$ cat src/rtl/sram_6116_master.sv
// Sequencer that turns one valid/ready request at a time into a timed 6116-style
// SRAM cycle (SETUP, ACCESS, HOLD), with every SRAM-facing signal driven from a flop.
module sram_6116_master #(
  parameter int ADDR_W     = 11,
  parameter int DATA_W     = 8,
  parameter int SETUP_CYC  = 1,
  parameter int ACCESS_CYC = 2,
  parameter int HOLD_CYC   = 1
) (
  input  logic              clk,
  input  logic              rst_b,
  input  logic              req_valid,
  output logic              req_ready,
  input  logic              req_we,
  input  logic [ADDR_W-1:0] req_addr,
  input  logic [DATA_W-1:0] req_wdata,
  output logic              rsp_valid,
  output logic [DATA_W-1:0] rsp_rdata,
  output logic [ADDR_W-1:0] A,
  output logic [DATA_W-1:0] Din,
  input  logic [DATA_W-1:0] Dout,
  output logic              CS_b,
  output logic              WE_b,
  output logic              OE_b,
  output logic [1:0]        dbg_state
);

  // Handshake: a request is taken on the rising clk edge where req_valid && req_ready.
  // req_ready is high only in IDLE; requests seen while busy are ignored, never queued.

  localparam int MAX_CYC = (SETUP_CYC > ACCESS_CYC)
                         ? ((SETUP_CYC > HOLD_CYC) ? SETUP_CYC : HOLD_CYC)
                         : ((ACCESS_CYC > HOLD_CYC) ? ACCESS_CYC : HOLD_CYC);
  localparam int CNT_W = $clog2(MAX_CYC + 1);

  localparam logic [CNT_W-1:0] SETUP_LD  = CNT_W'(SETUP_CYC - 1);
  localparam logic [CNT_W-1:0] ACCESS_LD = CNT_W'(ACCESS_CYC - 1);
  localparam logic [CNT_W-1:0] HOLD_LD   = CNT_W'(HOLD_CYC - 1);

  typedef enum logic [1:0] {
    ST_IDLE   = 2'd0,
    ST_SETUP  = 2'd1,
    ST_ACCESS = 2'd2,
    ST_HOLD   = 2'd3
  } state_t;

  state_t              state_q, state_d;
  logic [CNT_W-1:0]    cnt_q, cnt_d;
  logic                op_we_q, op_we_d;
  logic [ADDR_W-1:0]   a_q, a_d;
  logic [DATA_W-1:0]   din_q, din_d;
  logic                cs_b_q, cs_b_d;
  logic                we_b_q, we_b_d;
  logic                oe_b_q, oe_b_d;
  logic                rsp_valid_q, rsp_valid_d;
  logic [DATA_W-1:0]   rsp_rdata_q, rsp_rdata_d;
  logic                last_cyc;

  always_comb begin
    state_d     = state_q;
    cnt_d       = cnt_q;
    op_we_d     = op_we_q;
    a_d         = a_q;
    din_d       = din_q;
    rsp_valid_d = 1'b0;
    rsp_rdata_d = rsp_rdata_q;
    last_cyc    = (cnt_q == '0);

    case (state_q)
      ST_IDLE: begin
        if (req_valid) begin
          state_d = ST_SETUP;
          cnt_d   = SETUP_LD;
          op_we_d = req_we;
          a_d     = req_addr;
          if (req_we) din_d = req_wdata;
        end
      end
      ST_SETUP: begin
        if (last_cyc) begin
          state_d = ST_ACCESS;
          cnt_d   = ACCESS_LD;
        end else begin
          cnt_d = cnt_q - CNT_W'(1);
        end
      end
      ST_ACCESS: begin
        // The edge closing the last strobe cycle samples read data and raises the pulse.
        if (last_cyc) begin
          state_d     = ST_HOLD;
          cnt_d       = HOLD_LD;
          rsp_valid_d = 1'b1;
          if (!op_we_q) rsp_rdata_d = Dout;
        end else begin
          cnt_d = cnt_q - CNT_W'(1);
        end
      end
      ST_HOLD: begin
        if (last_cyc) begin
          state_d = ST_IDLE;
        end else begin
          cnt_d = cnt_q - CNT_W'(1);
        end
      end
      default: state_d = ST_IDLE;
    endcase

    // Strobes are decoded from the next state so they change exactly with state.
    cs_b_d = (state_d == ST_IDLE);
    we_b_d = !((state_d == ST_ACCESS) && op_we_d);
    oe_b_d = !((state_d == ST_ACCESS) && !op_we_d);
  end

  always_ff @(posedge clk or negedge rst_b) begin
    if (!rst_b) begin
      state_q     <= ST_IDLE;
      cnt_q       <= '0;
      op_we_q     <= 1'b0;
      a_q         <= '0;
      din_q       <= '0;
      cs_b_q      <= 1'b1;
      we_b_q      <= 1'b1;
      oe_b_q      <= 1'b1;
      rsp_valid_q <= 1'b0;
      rsp_rdata_q <= '0;
    end else begin
      state_q     <= state_d;
      cnt_q       <= cnt_d;
      op_we_q     <= op_we_d;
      a_q         <= a_d;
      din_q       <= din_d;
      cs_b_q      <= cs_b_d;
      we_b_q      <= we_b_d;
      oe_b_q      <= oe_b_d;
      rsp_valid_q <= rsp_valid_d;
      rsp_rdata_q <= rsp_rdata_d;
    end
  end

  assign req_ready = (state_q == ST_IDLE);
  assign rsp_valid = rsp_valid_q;
  assign rsp_rdata = rsp_rdata_q;
  assign A         = a_q;
  assign Din       = din_q;
  assign CS_b      = cs_b_q;
  assign WE_b      = we_b_q;
  assign OE_b      = oe_b_q;
  assign dbg_state = state_q;

endmodule
$ cat config.mk
export PLATFORM = sky130hd
export DESIGN_NAME = sram_6116_master
export DESIGN_NICKNAME = d
export VERILOG_FILES = /design/src/rtl/sram_6116_master.sv
export SDC_FILE = /design/constraint.sdc
export NUM_CORES = 1
export LEC_CHECK = 0
export BUFFER_PORTS_ARGS = -buffer_cell sky130_fd_sc_hd__buf_2
export CAP_MARGIN = 5
export CORE_UTILIZATION = 49
export DETAILED_ROUTE_END_ITERATION = 16
export PLACE_DENSITY = 0.8
export SYNTH_ARGS = -nofsm -noshare
export SYNTH_HDL_FRONTEND = slang
export SYNTH_SLANG_ARGS = --single-unit
$ cat constraint.sdc
create_clock -name clk -period 4.8 [get_ports clk]
set_input_delay 0.72 -clock clk [delete_from_list [all_inputs] [get_ports clk]]
set_output_delay 0.72 -clock clk [all_outputs]
set_load 0.005 [all_outputs]
Yosys cells after proc, flatten, opt, wreduce, memory -nomap -nowiden

Cells that the tools add are included.

Flip-flop bits (word level): 36
Input port bits: 31
Logic and storage cells: 44

$add $sub $neg: 1
Eq/ne operators: 6
Multiplexer cells: 14
Bitwise logic cells: 1
Reduce and logical (&&, ||, !) cells: 12

Operators with widths:

| kind                  | number |
|---|---|
| $mux W2               | 8 |
| $pmux W2 S4           | 2 |
| $eq A2 B2 Y1 const B  | 3 |
| $logic_not A2 Y1      | 3 |
| $reduce_and A3 Y1     | 2 |
| $mux W1               | 4 |
| $ne A2 B2 Y1 const B  | 2 |
| $reduce_and A2 Y1     | 2 |
| $logic_not A1 Y1      | 3 |
| $eq A2 B1 Y1 const B  | 1 |
| $logic_and A1 B1 Y1   | 2 |
| $sub A2 B1 Y2 const B | 1 |
| $not A1 Y1            | 1 |

Longest topological paths before layout

Gate-level depths: netlist (run 1).

Depth after elaboration: 6
Mapped depth: 5
Gate-level depth less buffers: 5

Worst setup path after synthesis (run 1)

Ideal clock, no wire load.

Path type: input to register
From: input port req_valid
To: register din_q[0] (netlist: Din[0])
Library setup time: 0.127 ns
Arrival time: 1.551 ns
Required time: 4.673 ns
Setup slack: 3.121 ns
Cell stages on the path: 4
Buffers on the path: 1
Cells stage by stage: nor3b_2 and2_1 buf_4 mux2_1

Cells in the longest elaborated chain, start to end: 1

Ends and longest elaborated chain:

| what                               | RTL line | source |
|---|---|---|
| from (decl)                        | 12       | `input logic req_valid,` |
| $reduce_and A3 Y1 (no source line) | --       |  |
| to (signal assigned)               | 131      | `din_q <= din_d;` |
| to (decl)                          | 51       | `logic [DATA_W-1:0] din_q, din_d;` |

Every way passes these cells.
A chain may end at the register's enable or synchronous reset.

Worst setup path after layout (run 1)

From: register state_q[0] (netlist: dbg_state[0])
To: register din_q[0] (netlist: Din[0])

Cells in the longest elaborated chain, start to end: 2

Ends and longest elaborated chain:

| what                               | RTL line | source |
|---|---|---|
| from (decl)                        | 47       | `state_t state_q, state_d;` |
| from (signal assigned)             | 127      | `state_q <= state_d;` |
| $logic_not A2 Y1                   | 69       | `case (state_q)` |
| $reduce_and A3 Y1 (no source line) | --       |  |

Every way passes these cells.

==> results.env, run 1 <==
OUTCOME='finished clean'
CRITICAL_R2R_LAUNCH='dbg_state[0]'
GRT_ANTENNA_BEFORE_REPAIR=0
SYN_AREA_SQ_MM=0.00146
STATIC-LEAKAGE-POWER_nW=0.912
CTS_SETUP_BUFFERS=0
YS.WARNINGS.COUNT=0
DPL.HPWL_MM=1.92
TOTAL_NEGATIVE_SLACK_FOR_SETUP_CHECKS_NS=0
CTS.HTREE.LEVELS=2
TOP_LAYER='met4'
ANTENNA-DIODE-COUNT=0
MAX_CLOCK_FREQ_GHz=0.430
WORST_SLEW_MARGIN_REL_PCT=40.4
CLK_TREE_ROOT_CELL='sky130_fd_sc_hd__clkbuf_4'
NETLIST_TOP_CELLS_COUNT='33 x sky130_fd_sc_hd__dfrtp_1, 20 x sky130_fd_sc_hd__mux2_2, 8 x sky130_fd_sc_hd__mux2_1'
TRITONCTS='built'
SYNTHESIS.AREA_PER_INSTANCE_SQ_UM=15.0
MAX_SLEW.WORST_PIN.SLEW_NS=0.890
DESIGN_AREA_SQ_MM=0.00184
ROW_CNT=19
SEQPWRFRAC_PCT=49.2
FIN_CRIT_NS=2.33
POST_LAYOUT_NONFILLER_INSTANCES=196
DRIVE_ABOVE_1_SHARE_PCT=58.8
FLOORPLAN.DIE_AREA_SQ_MM=0.00320
MAXIMUM_NUMBER_OF_PINS_ON_ONE_NET_BEFORE_GLOBAL_ROUTE_REPAIR=37
POWER_DENSITY_mW_PER_MM2=617
TOTAL_ITERATIONS_OF_THE_FIRST_DETAILED_ROUTING_RUN=2
DIE_X_UM=56.6
P_COMB_SHARE_PCT=37.5
POWER.TOTAL_mW=1.14
CTS_CLOCK_PIN_SLEW_FOR_THE_WORST_SETUP_AND_HOLD_PATHS_NS=0.11
PLACE_WORST_SETUP_SLACK_NS=2.27
DRT-INITIAL-DRC-COUNT=27
ROUTEDWLPERCELL_UM=13.1
POSTROUTEANTENNANETS=0
POWER.INTERNAL_mW=0.767
FINAL_CORE_UTIL_PCT=66.2
SYNTH_LARGEST_AREA_CELL='sky130_fd_sc_hd__dfrtp_1'
FINALNETCOUNT=198
FILLCELL_TOTAL=221
LAYOUT_SETUP_WS_NS=2.47
CORE-AREA_SQ_MM=0.00278
ROUTED_WL_MM=2.56
YOSYSMOSTFREQUENTCELL='sky130_fd_sc_hd__dfrtp_1'
YOSYS-TOP-CELLS-AREA='sky130_fd_sc_hd__dfrtp_1 57%, sky130_fd_sc_hd__mux2_2 15%, sky130_fd_sc_hd__mux2_1 6.2%'
CTS-HOLD-FIX-BUFFERS=0
FINAL_MIN_PERIOD_OVER_CLOCK_PERIOD_PCT=48.5
YS_SEQ_AREA_SHARE_PCT=62.0
CP_DATA_ARRIVAL_TIME_NS=2.53
WL_MET3_UM=220
SYNTHESIS.NETS=131
SYNTH_LARGEST_TYPE_AREA_FRACTION_PCT=56.6
POWER.NET_SWITCHING_mW=0.369
SETUP_VIOLATIONS=0
REQUIRED_NS=5.01
CRIT_FANOUT=15
PROPORTION_OF_TOTAL_POWER_DUE_TO_NET_SWITCHING_PCT=32.5
FIRST_GLOBAL_VIAS=964
FLOW.AREA_GROWTH_FROM_SYNTHESIS_PCT=26.2
CTSLONGESTPATHBUFFERS=2
VIAS=978
YS_ASYNC_SR_FRACTION_PCT=100
M1WIRELENGTH_MM=1.11
CP-END-KIND='flip-flop'
SYNTH.FF_LATCH_COUNT=36
IO-PIN-COUNT=65
CTS_RESIZED=0
SYN-INSTANCE-COUNT=97
FINALHOLDVIOLCOUNT=0
MAX_CAP_VIOL_COUNT=0
MAX-VDD-IR-DROP_mV=0.382
SYNTH_FF_TYPE='sky130_fd_sc_hd__dfrtp_1'
CLOCK_SINKS=36
FIN_WORST_SKEW_NS=0.0147
SYNTH_ENABLE_FLOP_CELLS=0
CLOCK_INSERTION_DELAY_WORST_SKEW_NS=0.33
MIN-DELAY-PATH-CLASS='in -> async'
GR-TOTAL-OVERFLOW=0
SYNTH.LIB_CELLS_USED.DISTINCT=26
DRC_VIOLS=0
CTS-BUFFERS-INSERTED=5
PORTBUFFERS=64
HOLDWS_NS=0.448
VIASPERCELL=4.99
PLACED_CELLS=188
P_CLK_SHARE_PCT=13.3
PLACE.GP.CONGESTION=0.730
CRIT-REG2REG-CAPTURE='Din[0]'
TIMING.REG2REG.SETUP_SLACK_NS=2.47
TIMING.FINAL.MAX_SLEW_VIOLATIONS=0
FF_TO_FF_PATH_DEPTH=3
START_UTIL_PCT=52.5
CRIT_TYPE='reg -> reg'
DIE-HEIGHT_UM=56.6
POST_DP_CELL_AREA_SQ_MM=0.00179
ROUTED-WL-MET2_MM=1.20
GRT_UTIL_ALL_LAYERS_PCT=18.0
GRT_PASS1_WL_MM=4.34
GRT_SETUP_UNREPAIRED='false'
CRITICAL_PATH.STARTPOINT_TYPE='flip-flop'
-- layer usage --
layer	GRT usage [%]	up-vias
met1	23.1	461
met2	28.2	44
met3	5.99	4
li1	-	469
met4	7.32	0
met5	0	-
-- registers in the layout, indices dropped and copies added, names as in the netlist --
register and flops:
rsp_rdata 8, dbg_state 2, rsp_valid 1, A 11, CS_b 1, op_we_q 1, WE_b 1, Din 8
OE_b 1, cnt_q 2
-- logic make-up (layout without fill, tap and decap cells) --
family	after synthesis	in the layout	synth area share, %
AO/OA/AOI/OAI	7	7	3.00
AND/OR/NAND/NOR	14	14	6.52
XOR/XNOR	2	2	1.20
multiplexers	29	29	22.3
buffers and inverters	6	74	2.40
flip-flops	36	36	62.0
adder cells (fa/ha/maj)	3	3	2.57
-- cell type report --
class,count,area (sq um),share of cell area (%)
Clock buffer,7,45.0,2.45
Clock inverter,1,5.00,0.272
Inverter,2,7.51,0.408
Multi-Input combinational cell,55,519,28.2
Sequential cell,36,905,49.2
Tap cell,31,38.8,2.11
Timing Repair Buffer,64,320,17.4
-- power groups by stage --
stage | Combinational (mW) | Clock, mW | Sequential (mW)
2_1_floorplan | 0.257 | 0 | 0.556
3_3_place_gp | 0.421 | 0 | 0.557
3_5_place_dp | 0.435 | 0 | 0.569
4_1_cts | 0.437 | 0.157 | 0.561
5_1_grt | 0.476 | 0.170 | 0.581
6_report | 0.426 | 0.151 | 0.559
-- placed cells by master (no fill, tap or decap), types with 2 or more instances in the layout --
| cell | count |
|---|---|
| sky130_fd_sc_hd__dfrtp_1 | 33 |
| sky130_fd_sc_hd__mux2_1 | 8 |
| sky130_fd_sc_hd__nor2_1 | 2 |
| sky130_fd_sc_hd__nand2_1 | 2 |
| sky130_fd_sc_hd__inv_1 | 2 |
| sky130_fd_sc_hd__nand2b_1 | 2 |
| sky130_fd_sc_hd__ha_1 | 3 |
| sky130_fd_sc_hd__nor3b_1 | 2 |
| sky130_fd_sc_hd__clkbuf_4 | 5 |
| sky130_fd_sc_hd__buf_2 | 64 |
| sky130_fd_sc_hd__dfstp_2 | 3 |
| sky130_fd_sc_hd__clkbuf_1 | 2 |
| sky130_fd_sc_hd__a21oi_1 | 3 |
| sky130_fd_sc_hd__mux2_2 | 20 |
-- how the worst max path moves through the flow --
stage                       from      to  slack (ns)  cells past startpoint
floorplan              req_valid  Din[0]        3.12                      4
global placement       req_valid  Din[7]        2.34                      4
detailed placement     req_valid  Din[3]        2.27                      4
CTS                 dbg_state[0]  Din[0]        2.43                      3
global route        dbg_state[0]  Din[0]        2.24                      3
finish              dbg_state[0]  Din[0]        2.47                      3
-- worst max-delay path, stage by stage, from the launching register on --
cell	delay, ns
sky130_fd_sc_hd__dfrtp_1	0.58
sky130_fd_sc_hd__nor3b_2	0.82
sky130_fd_sc_hd__and2_1	0.44
sky130_fd_sc_hd__mux2_1	0.36
(Power assumes the default switching activity.)
==> run 2: changes to the inputs <==
--- a/config.mk
+++ b/config.mk
@@ -5,11 +5,12 @@
 export SDC_FILE = /design/constraint.sdc
 export NUM_CORES = 1
 export LEC_CHECK = 0
+export ABC_AREA = 1
 export BUFFER_PORTS_ARGS = -buffer_cell sky130_fd_sc_hd__buf_2
 export CAP_MARGIN = 5
-export CORE_UTILIZATION = 49
+export CORE_UTILIZATION = 47
 export DETAILED_ROUTE_END_ITERATION = 16
-export PLACE_DENSITY = 0.8
+export PLACE_DENSITY = 0.76
 export SYNTH_ARGS = -nofsm -noshare
 export SYNTH_HDL_FRONTEND = slang
 export SYNTH_SLANG_ARGS = --single-unit
==> constraint.sdc (replaced) <==
create_clock -name clk -period 2.27 [get_ports clk]
set_input_delay 0.3405 -clock clk [delete_from_list [all_inputs] [get_ports clk]]
set_output_delay 0.3405 -clock clk [all_outputs]
set_load 0.005 [all_outputs]
==> run 2 against run 1 <==
Net effect:
- cell count up 42%
- die area up 10%
- worst hold slack worse by 0.39 ns
- sequential power grew 110%
- cell area increased by 7.5%
- via count up 36%
- highest routed layer unchanged
==> results.env, run 2 <==
FINALHOLDVIOLCOUNT=0  # unchanged
PLACE_WORST_SETUP_SLACK_NS=0.756  # -1.51 ns
TOTAL_ITERATIONS_OF_THE_FIRST_DETAILED_ROUTING_RUN=4  # +2
CTS.HTREE.LEVELS=2  # unchanged
CTS-HOLD-FIX-BUFFERS=0  # unchanged
SYNTHESIS.AREA_PER_INSTANCE_SQ_UM=9.17  # -39%
SYNTH.LIB_CELLS_USED.DISTINCT=20  # -23%
SIMPLE_LOGIC_CELL_FRACTION_OF_THE_SYNTHESIZED_AREA_PCT=27.5  # +21 points
CTS_CLOCK_PIN_SLEW_FOR_THE_WORST_SETUP_AND_HOLD_PATHS_NS=0.11  # about the same
SYNTH_LARGEST_TYPE_AREA_FRACTION_PCT=53.3  # -3.3 points
YS_ASYNC_SR_FRACTION_PCT=100  # unchanged
WORST_SLEW_MARGIN_REL_PCT=49.3  # +8.9 points
MAX_SLEW.WORST_PIN.SLEW_NS=0.760  # -0.130 ns
DRT-INITIAL-DRC-COUNT=36  # +33%
SYNTHESIS.NETS=203  # +55%
CTS_RESIZED=0  # unchanged
TIMING.CRITICAL_PATH.CELLS='nor2_4, buf_2'
MAXIMUM_NUMBER_OF_PINS_ON_ONE_NET_BEFORE_GLOBAL_ROUTE_REPAIR=37  # unchanged
SYNTH_XOR_XNOR_AREA_SHARE_PCT=0  # -1.2 points
CTS_SETUP_BUFFERS=0  # unchanged
CLK_TREE_ROOT_CELL='sky130_fd_sc_hd__clkbuf_4'
GR-TOTAL-OVERFLOW=0  # unchanged
FLOW.AREA_GROWTH_FROM_SYNTHESIS_PCT=27.8
DRIVE_ABOVE_1_SHARE_PCT=35.3  # -23 points
NETLIST_TOP_CELLS_COUNT='71 x sky130_fd_sc_hd__nand2_1, 33 x sky130_fd_sc_hd__dfrtp_1, 16 x sky130_fd_sc_hd__nand3_1'
SYNTH-COMPOUND-AREA-SHARE_PCT=6.87  # +3.9 points
CLOCK_SINKS=36  # unchanged
FINAL_MIN_PERIOD_OVER_CLOCK_PERIOD_PCT=74.2
FF_TO_FF_PATH_DEPTH=5  # +2
CP-END-KIND='primary output'
FIN_WORST_SKEW_NS=0.00554  # -0.00920 ns
GRT_UTIL_ALL_LAYERS_PCT=19.4  # +1.4 points
CORE-AREA_SQ_MM=0.00308  # +11%
START_UTIL_PCT=50.3  # -2.1 points
LAYOUT_SETUP_WS_NS=0.585  # -1.89 ns
MULTIPLEXER_AREA_FRACTION_AFTER_SYNTHESIS_PCT=0  # -22 points
GRT_ANTENNA_BEFORE_REPAIR=0  # unchanged
YOSYSMOSTFREQUENTCELL='sky130_fd_sc_hd__nand2_1'
CTSLONGESTPATHBUFFERS=2  # unchanged
CRITICAL_PATH.STARTPOINT_TYPE='flip-flop'
CRIT_FANOUT=14  # -1
SYNTH.FF_LATCH_COUNT=36  # unchanged
POWER_DENSITY_mW_PER_MM2=1350  # +120%
MAX-VDD-IR-DROP_mV=0.604  # +58%
POST_LAYOUT_NONFILLER_INSTANCES=279  # +42%
CRIT_PATH_DEPTH=2  # -1
MAX_CAP_VIOL_COUNT=0  # unchanged
CRIT_TYPE='reg -> out'
LAYOUT_COMMONEST_CELL='sky130_fd_sc_hd__nand2_1'
VIASPERCELL=4.76  # -4.6%
ROW_CNT=20  # +1
SETUP_VIOLATIONS=0  # unchanged
IO-PIN-COUNT=65  # unchanged
FIRST_GLOBAL_VIAS=1171  # +21%
FIN_CRIT_NS=1.68
GRT_PASS1_WL_MM=5.04  # +16%
DIE_X_UM=59.4  # +5.0%
HOLDWS_NS=0.0592  # -0.389 ns
SHARE_OF_SYNTHESIZED_CELL_AREA_IN_FULL_ADDER_HALF_ADDER_AND_MAJORITY_CELLS_PCT=2.42  # -0.15 points
STATIC-LEAKAGE-POWER_nW=1.11  # +22%
SYNTH_LARGEST_AREA_CELL='sky130_fd_sc_hd__dfrtp_1'
FINALNETCOUNT=268  # +35%
MULTI_INPUT_COMBINATIONAL_CELL_AREA_SQ_UM=571  # +9.9%
ANTENNA-DIODE-COUNT=0  # unchanged
DRC_VIOLS=0  # unchanged
VIAS=1328  # +36%
FLOORPLAN.DIE_AREA_SQ_MM=0.00353  # +10%
YS.WARNINGS.COUNT=0  # unchanged
POSTROUTEANTENNANETS=0  # unchanged
POWER.TOTAL_mW=2.67  # +140%
SYN-INSTANCE-COUNT=169  # +74%
YOSYS-TOP-CELLS-AREA='sky130_fd_sc_hd__dfrtp_1 53%, sky130_fd_sc_hd__nand2_1 17%, sky130_fd_sc_hd__nand3_1 5.2%'
SEQ_AREA_SQ_UM=905  # unchanged
TRITONCTS='built'
PLACED_CELLS=271  # +44%
CP_SLOWEST_STAGE_DELAY_NS=0.49  # -0.33 ns
PLACE.GP.CONGESTION=0.810  # +11%
CTS-BUFFERS-INSERTED=5  # unchanged
DPL.HPWL_MM=2.21  # +15%
SYN_AREA_SQ_MM=0.00155  # +6.2%
YS_SEQ_AREA_SHARE_PCT=58.4  # -3.6 points
SYNTH_TOP_FAMILY_BY_AREA='simple AND/OR/NAND/NOR gates'
REQUIRED_NS=1.93  # -3.08 ns
CLOCK_INSERTION_DELAY_WORST_SKEW_NS=0.34  # about the same
SYNTH_ENABLE_FLOP_CELLS=0  # unchanged
DIE-HEIGHT_UM=59.4  # +5.0%
PORTBUFFERS=64  # unchanged
MIN-DELAY-PATH-CLASS='in -> async'
MAX_CLOCK_FREQ_GHz=0.593
OUTCOME='finished clean'
PATH_BUF_INV=1  # +1
CP_DATA_ARRIVAL_TIME_NS=1.34  # -1.19 ns
SLOWEST_STAGE='sky130_fd_sc_hd__dfrtp_1'
TOTAL_NEGATIVE_SLACK_FOR_SETUP_CHECKS_NS=0  # unchanged
MOST-COMMON-LAYOUT-CELLS='71 x sky130_fd_sc_hd__nand2_1, 64 x sky130_fd_sc_hd__buf_2, 33 x sky130_fd_sc_hd__dfrtp_1, 16 x sky130_fd_sc_hd__nand3_1'
GRT_SETUP_UNREPAIRED='false'
TIMING.FINAL.MAX_SLEW_VIOLATIONS=0  # unchanged
ROUTED_WL_MM=3.10  # +21%
WORST_PATH_DOMINANT_CELL_FAMILY='flip-flops'
ROUTEDWLPERCELL_UM=11.1  # -15%
FILLCELL_TOTAL=299  # +35%
SYNTH_FF_TYPE='sky130_fd_sc_hd__dfrtp_1'
LARGEST_REGISTER_FFS=11  # unchanged
## run 2: final timing paths
check	startpoint	endpoint	slack [ns]
worst max register to register	dbg_state[0]	Din[0]	0.74
min in group clk	Dout[2]	rsp_rdata[2]	0.19
max in group asynchronous	rst_b	Din[4]	1.72
worst min-delay path	rst_b	rsp_rdata[7]	0.06
worst min register to register	A[5]	A[5]	0.48
worst max-delay path	dbg_state[0]	req_ready	0.59
## run 2: worst reg2reg max path: stages (launching register included)
cell and delay, ns:
sky130_fd_sc_hd__dfrtp_1 0.49, sky130_fd_sc_hd__nor2_4 0.34, sky130_fd_sc_hd__nand2_4 0.25, sky130_fd_sc_hd__nor2_4 0.26, sky130_fd_sc_hd__nand2_1 0.08, sky130_fd_sc_hd__nand2_1 0.07
## run 2: through the flow
| stage | utilization (%) | area, sq um |
|---|---|---|
| 2_1_floorplan | - | 1550 |
| 3_3_place_gp | 61.2 | 1880 |
| 3_5_place_dp | 61.2 | 1880 |
| 4_1_cts | 64.3 | 1980 |
| 5_1_grt | 64.3 | 1980 |
| 6_report | 64.3 | 1980 |
## run 2: kinds of logic (layout without fill, tap and decap cells)
family / after synthesis / after routing
DFF: 36 / 36
buffers and inverters: 15 / 81
adders and majority gates: 3 / 3
AOI/OAI and AO/OA: 20 / 20
and+or+nand+nor: 95 / 95
## run 2: cell type report
cell class | count | share of cell area (%)
Timing Repair Buffer | 64 | 16.2
Multi-Input combinational cell | 118 | 28.8
Clock inverter | 1 | 1.52
Sequential cell | 36 | 45.7
Inverter | 9 | 1.71
Tap cell | 44 | 2.78
Clock buffer | 7 | 3.29
## run 2: per-layer routing
layer  GRT usage [%]  part of all wire [%]  up-vias
met5               0                     0        -
met4            5.10                  0.78        0
met3            7.64                   8.2        4
met2            31.3                    46       55
met1            24.4                    45      594
li1                -                     -      675
## run 2: power by group
part | switching [mW] | internal [mW]
clock network | 0.215 | 0.292
registers | 0.196 | 0.954
logic | 0.583 | 0.431
==> run 3: changes to the inputs <==
==> constraint.sdc (replaced) <==
create_clock -name clk -period 1.62 [get_ports clk]
set_input_delay 0.243 -clock clk [delete_from_list [all_inputs] [get_ports clk]]
set_output_delay 0.243 -clock clk [all_outputs]
set_load 0.005 [all_outputs]
==> run 3 against run 2 <==
Net effect:
- wire length up 2.1%
- worst hold slack gained 0.034 ns
- cell count up 1.8%
- non-clock buffer count is 5 higher
- critical path depth increased by 1
- utilization is 2.4 points higher
- die area did not move
- first-iteration DRC count rose by 36%
- clock skew up 0.0040 ns
- critical path type unchanged
- critical endpoint unchanged
- largest power group unchanged
==> results.env, run 3 (synthesized netlist as in run 2, its figures left out) <==
FIN_WORST_SKEW_NS=0.00954  # +0.00400 ns
PLACE.GP.CONGESTION=0.805  # -0.57%
FIRST_GLOBAL_VIAS=1172  # +0.085%
PORTBUFFERS=64  # unchanged
MAX_SLEW.WORST_PIN.SLEW_NS=0.483  # -0.277 ns
DIE-HEIGHT_UM=59.4  # unchanged
WORST_SLEW_MARGIN_REL_PCT=67.8  # +18 points
TIMING.FINAL.MAX_SLEW_VIOLATIONS=0  # unchanged
PLACED_CELLS=274  # +1.1%
CRIT_TYPE='reg -> out'
LARGEST_REGISTER_FFS=11  # unchanged
CLOCK_INSERTION_DELAY_WORST_SKEW_NS=0.34  # about the same
CTSLONGESTPATHBUFFERS=2  # unchanged
OUTCOME='finished clean'
DPL.HPWL_MM=2.28  # +3.1%
REQUIRED_NS=1.38  # -0.55 ns
CP-END-KIND='primary output'
DIE_X_UM=59.4  # unchanged
IO-PIN-COUNT=65  # unchanged
FIN_CRIT_NS=1.54
FLOW.AREA_GROWTH_FROM_SYNTHESIS_PCT=32.6
POSTROUTEANTENNANETS=0  # unchanged
LAYOUT_COMMONEST_CELL='sky130_fd_sc_hd__nand2_1'
TRITONCTS='built'
START_UTIL_PCT=50.3  # unchanged
POST_LAYOUT_NONFILLER_INSTANCES=284  # +1.8%
MAX_CLOCK_FREQ_GHz=0.648
CLK_TREE_ROOT_CELL='sky130_fd_sc_hd__clkbuf_4'
CP_DATA_ARRIVAL_TIME_NS=1.30  # -0.04 ns
MAX-VDD-IR-DROP_mV=0.955  # +58%
CORE-AREA_SQ_MM=0.00308  # unchanged
TOTAL_NEGATIVE_SLACK_FOR_SETUP_CHECKS_NS=0  # unchanged
VIAS=1350  # +1.7%
MOST-COMMON-LAYOUT-CELLS='71 x sky130_fd_sc_hd__nand2_1, 64 x sky130_fd_sc_hd__buf_2, 31 x sky130_fd_sc_hd__dfrtp_1, 16 x sky130_fd_sc_hd__nand3_1'
MAX_CAP_VIOL_COUNT=0  # unchanged
GRT_ANTENNA_BEFORE_REPAIR=0  # unchanged
TOTAL_ITERATIONS_OF_THE_FIRST_DETAILED_ROUTING_RUN=5  # +1
GRT_PASS1_WL_MM=5.10  # +1.1%
TIMING.REG2REG.SETUP_SLACK_NS=0.20  # -0.54 ns
CRIT_FANOUT=13  # -1
ROUTED_WL_MM=3.16  # +2.1%
CP_SLOWEST_STAGE_DELAY_NS=0.49  # about the same
SLOWEST_STAGE='sky130_fd_sc_hd__dfrtp_2'
TIMING.CRITICAL_PATH.CELLS='nor2_4, buf_4, buf_2'
CTS-BUFFERS-INSERTED=5  # unchanged
ROW_CNT=20  # unchanged
ROUTEDWLPERCELL_UM=11.1  # +0.30%
GR-TOTAL-OVERFLOW=0  # unchanged
POWER_DENSITY_mW_PER_MM2=1960  # +45%
SETUP_VIOLATIONS=0  # unchanged
GRT_SETUP_UNREPAIRED='false'
WORST_PATH_DOMINANT_CELL_FAMILY='flip-flops'
STATIC-LEAKAGE-POWER_nW=1.15  # +3.2%
DRT-INITIAL-DRC-COUNT=49  # +36%
CTS.HTREE.LEVELS=2  # unchanged
FINALHOLDVIOLCOUNT=0  # unchanged
CTS_CLOCK_PIN_SLEW_FOR_THE_WORST_SETUP_AND_HOLD_PATHS_NS=0.11  # about the same
CRITICAL_PATH.STARTPOINT_TYPE='flip-flop'
GRT_UTIL_ALL_LAYERS_PCT=19.8  # +0.38 points
DRIVE_ABOVE_1_SHARE_PCT=37.1  # +1.8 points
FLOORPLAN.DIE_AREA_SQ_MM=0.00353  # unchanged
MIN-DELAY-PATH-CLASS='in -> reg'
PATH_BUF_INV=2  # +1
ANTENNA-DIODE-COUNT=0  # unchanged
DRC_VIOLS=0  # unchanged
VIASPERCELL=4.75  # -0.13%
FINAL_MIN_PERIOD_OVER_CLOCK_PERIOD_PCT=95.2
CLOCK_SINKS=36  # unchanged
MAXIMUM_NUMBER_OF_PINS_ON_ONE_NET_BEFORE_GLOBAL_ROUTE_REPAIR=24  # -35%
FINALNETCOUNT=273  # +1.9%
[run 3: final timing paths]
kind / from / end / depth (start not counted)
max in group asynchronous: rst_b / A[8] / 3
hold / removal: req_wdata[2] / Din[2] / 3
hold reg to reg: A[9] / A[9] / 2
setup / recovery: dbg_state[1] / req_ready / 3
setup reg to reg: cnt_q[0] / rsp_rdata[0] / 6
min in group asynchronous: rst_b / cnt_q[1] / 2
[run 3: area by class of cell]
cell class / instances / area [sq um]
fill: 288 / 1020
sequential: 36 / 907
multi-input combinational: 118 / 571
timing repair buffer: 69 / 360
clock inverter: 3 / 90.1
tap: 44 / 55.1
clock buffer: 5 / 37.5
inverter: 9 / 33.8
[run 3: layer usage]
layer / GRT usage, % / vias to the layer above / wire [um]
li1: - / 681 / -
met1: 24.8 / 606 / 1400
met2: 31.6 / 60 / 1490
met3: 5.68 / 3 / 236
met4: 9.18 / 0 / 38
met5: 0 / - / 0
[run 3: power by group]
part | internal (mW) | switching, mW | leakage (nW)
Sequential | 1.34 | 0.258 | 0.439
Clock | 0.636 | 0.299 | 0.0654
Combinational | 0.645 | 0.847 | 0.642
[run 3: metrics by stage]
| stage | worst slack [ns] | instance area [sq um] | hold WS, ns | util (%) | power (mW) |
|---|---|---|---|---|---|
| CTS | 0.0174 | 2040 | 0.0748 | 66.4 | 4.05 |
| global placement | 0.262 | 1910 | 0.225 | 62.0 | 3.06 |
| detailed placement | 0.212 | 1910 | 0.230 | 62.0 | 3.10 |
| finish | 0.0775 | 2050 | 0.0935 | 66.7 | 4.03 |
| floorplan | 0.374 | 1550 | -0.0526 | - | 2.50 |
| global route | 0.0113 | 2050 | 0.0839 | 66.7 | 4.37 |
[run 3: repair_timing]
action	in CTS	in global routing
resized for setup	0	2
setup buffers	0	1
setup endpoints to repair	0	1
endpoints found under the hold margin	17	0
hold buffers	1	0
[run 3: worst reg2reg max path, stage by stage (launching register included)]
cell and delay (ns):
sky130_fd_sc_hd__dfrtp_1 0.42, sky130_fd_sc_hd__inv_1 0.11, sky130_fd_sc_hd__ha_1 0.21, sky130_fd_sc_hd__nand3_2 0.24, sky130_fd_sc_hd__nor2_4 0.24, sky130_fd_sc_hd__nand2_1 0.07, sky130_fd_sc_hd__nand2_1 0.07
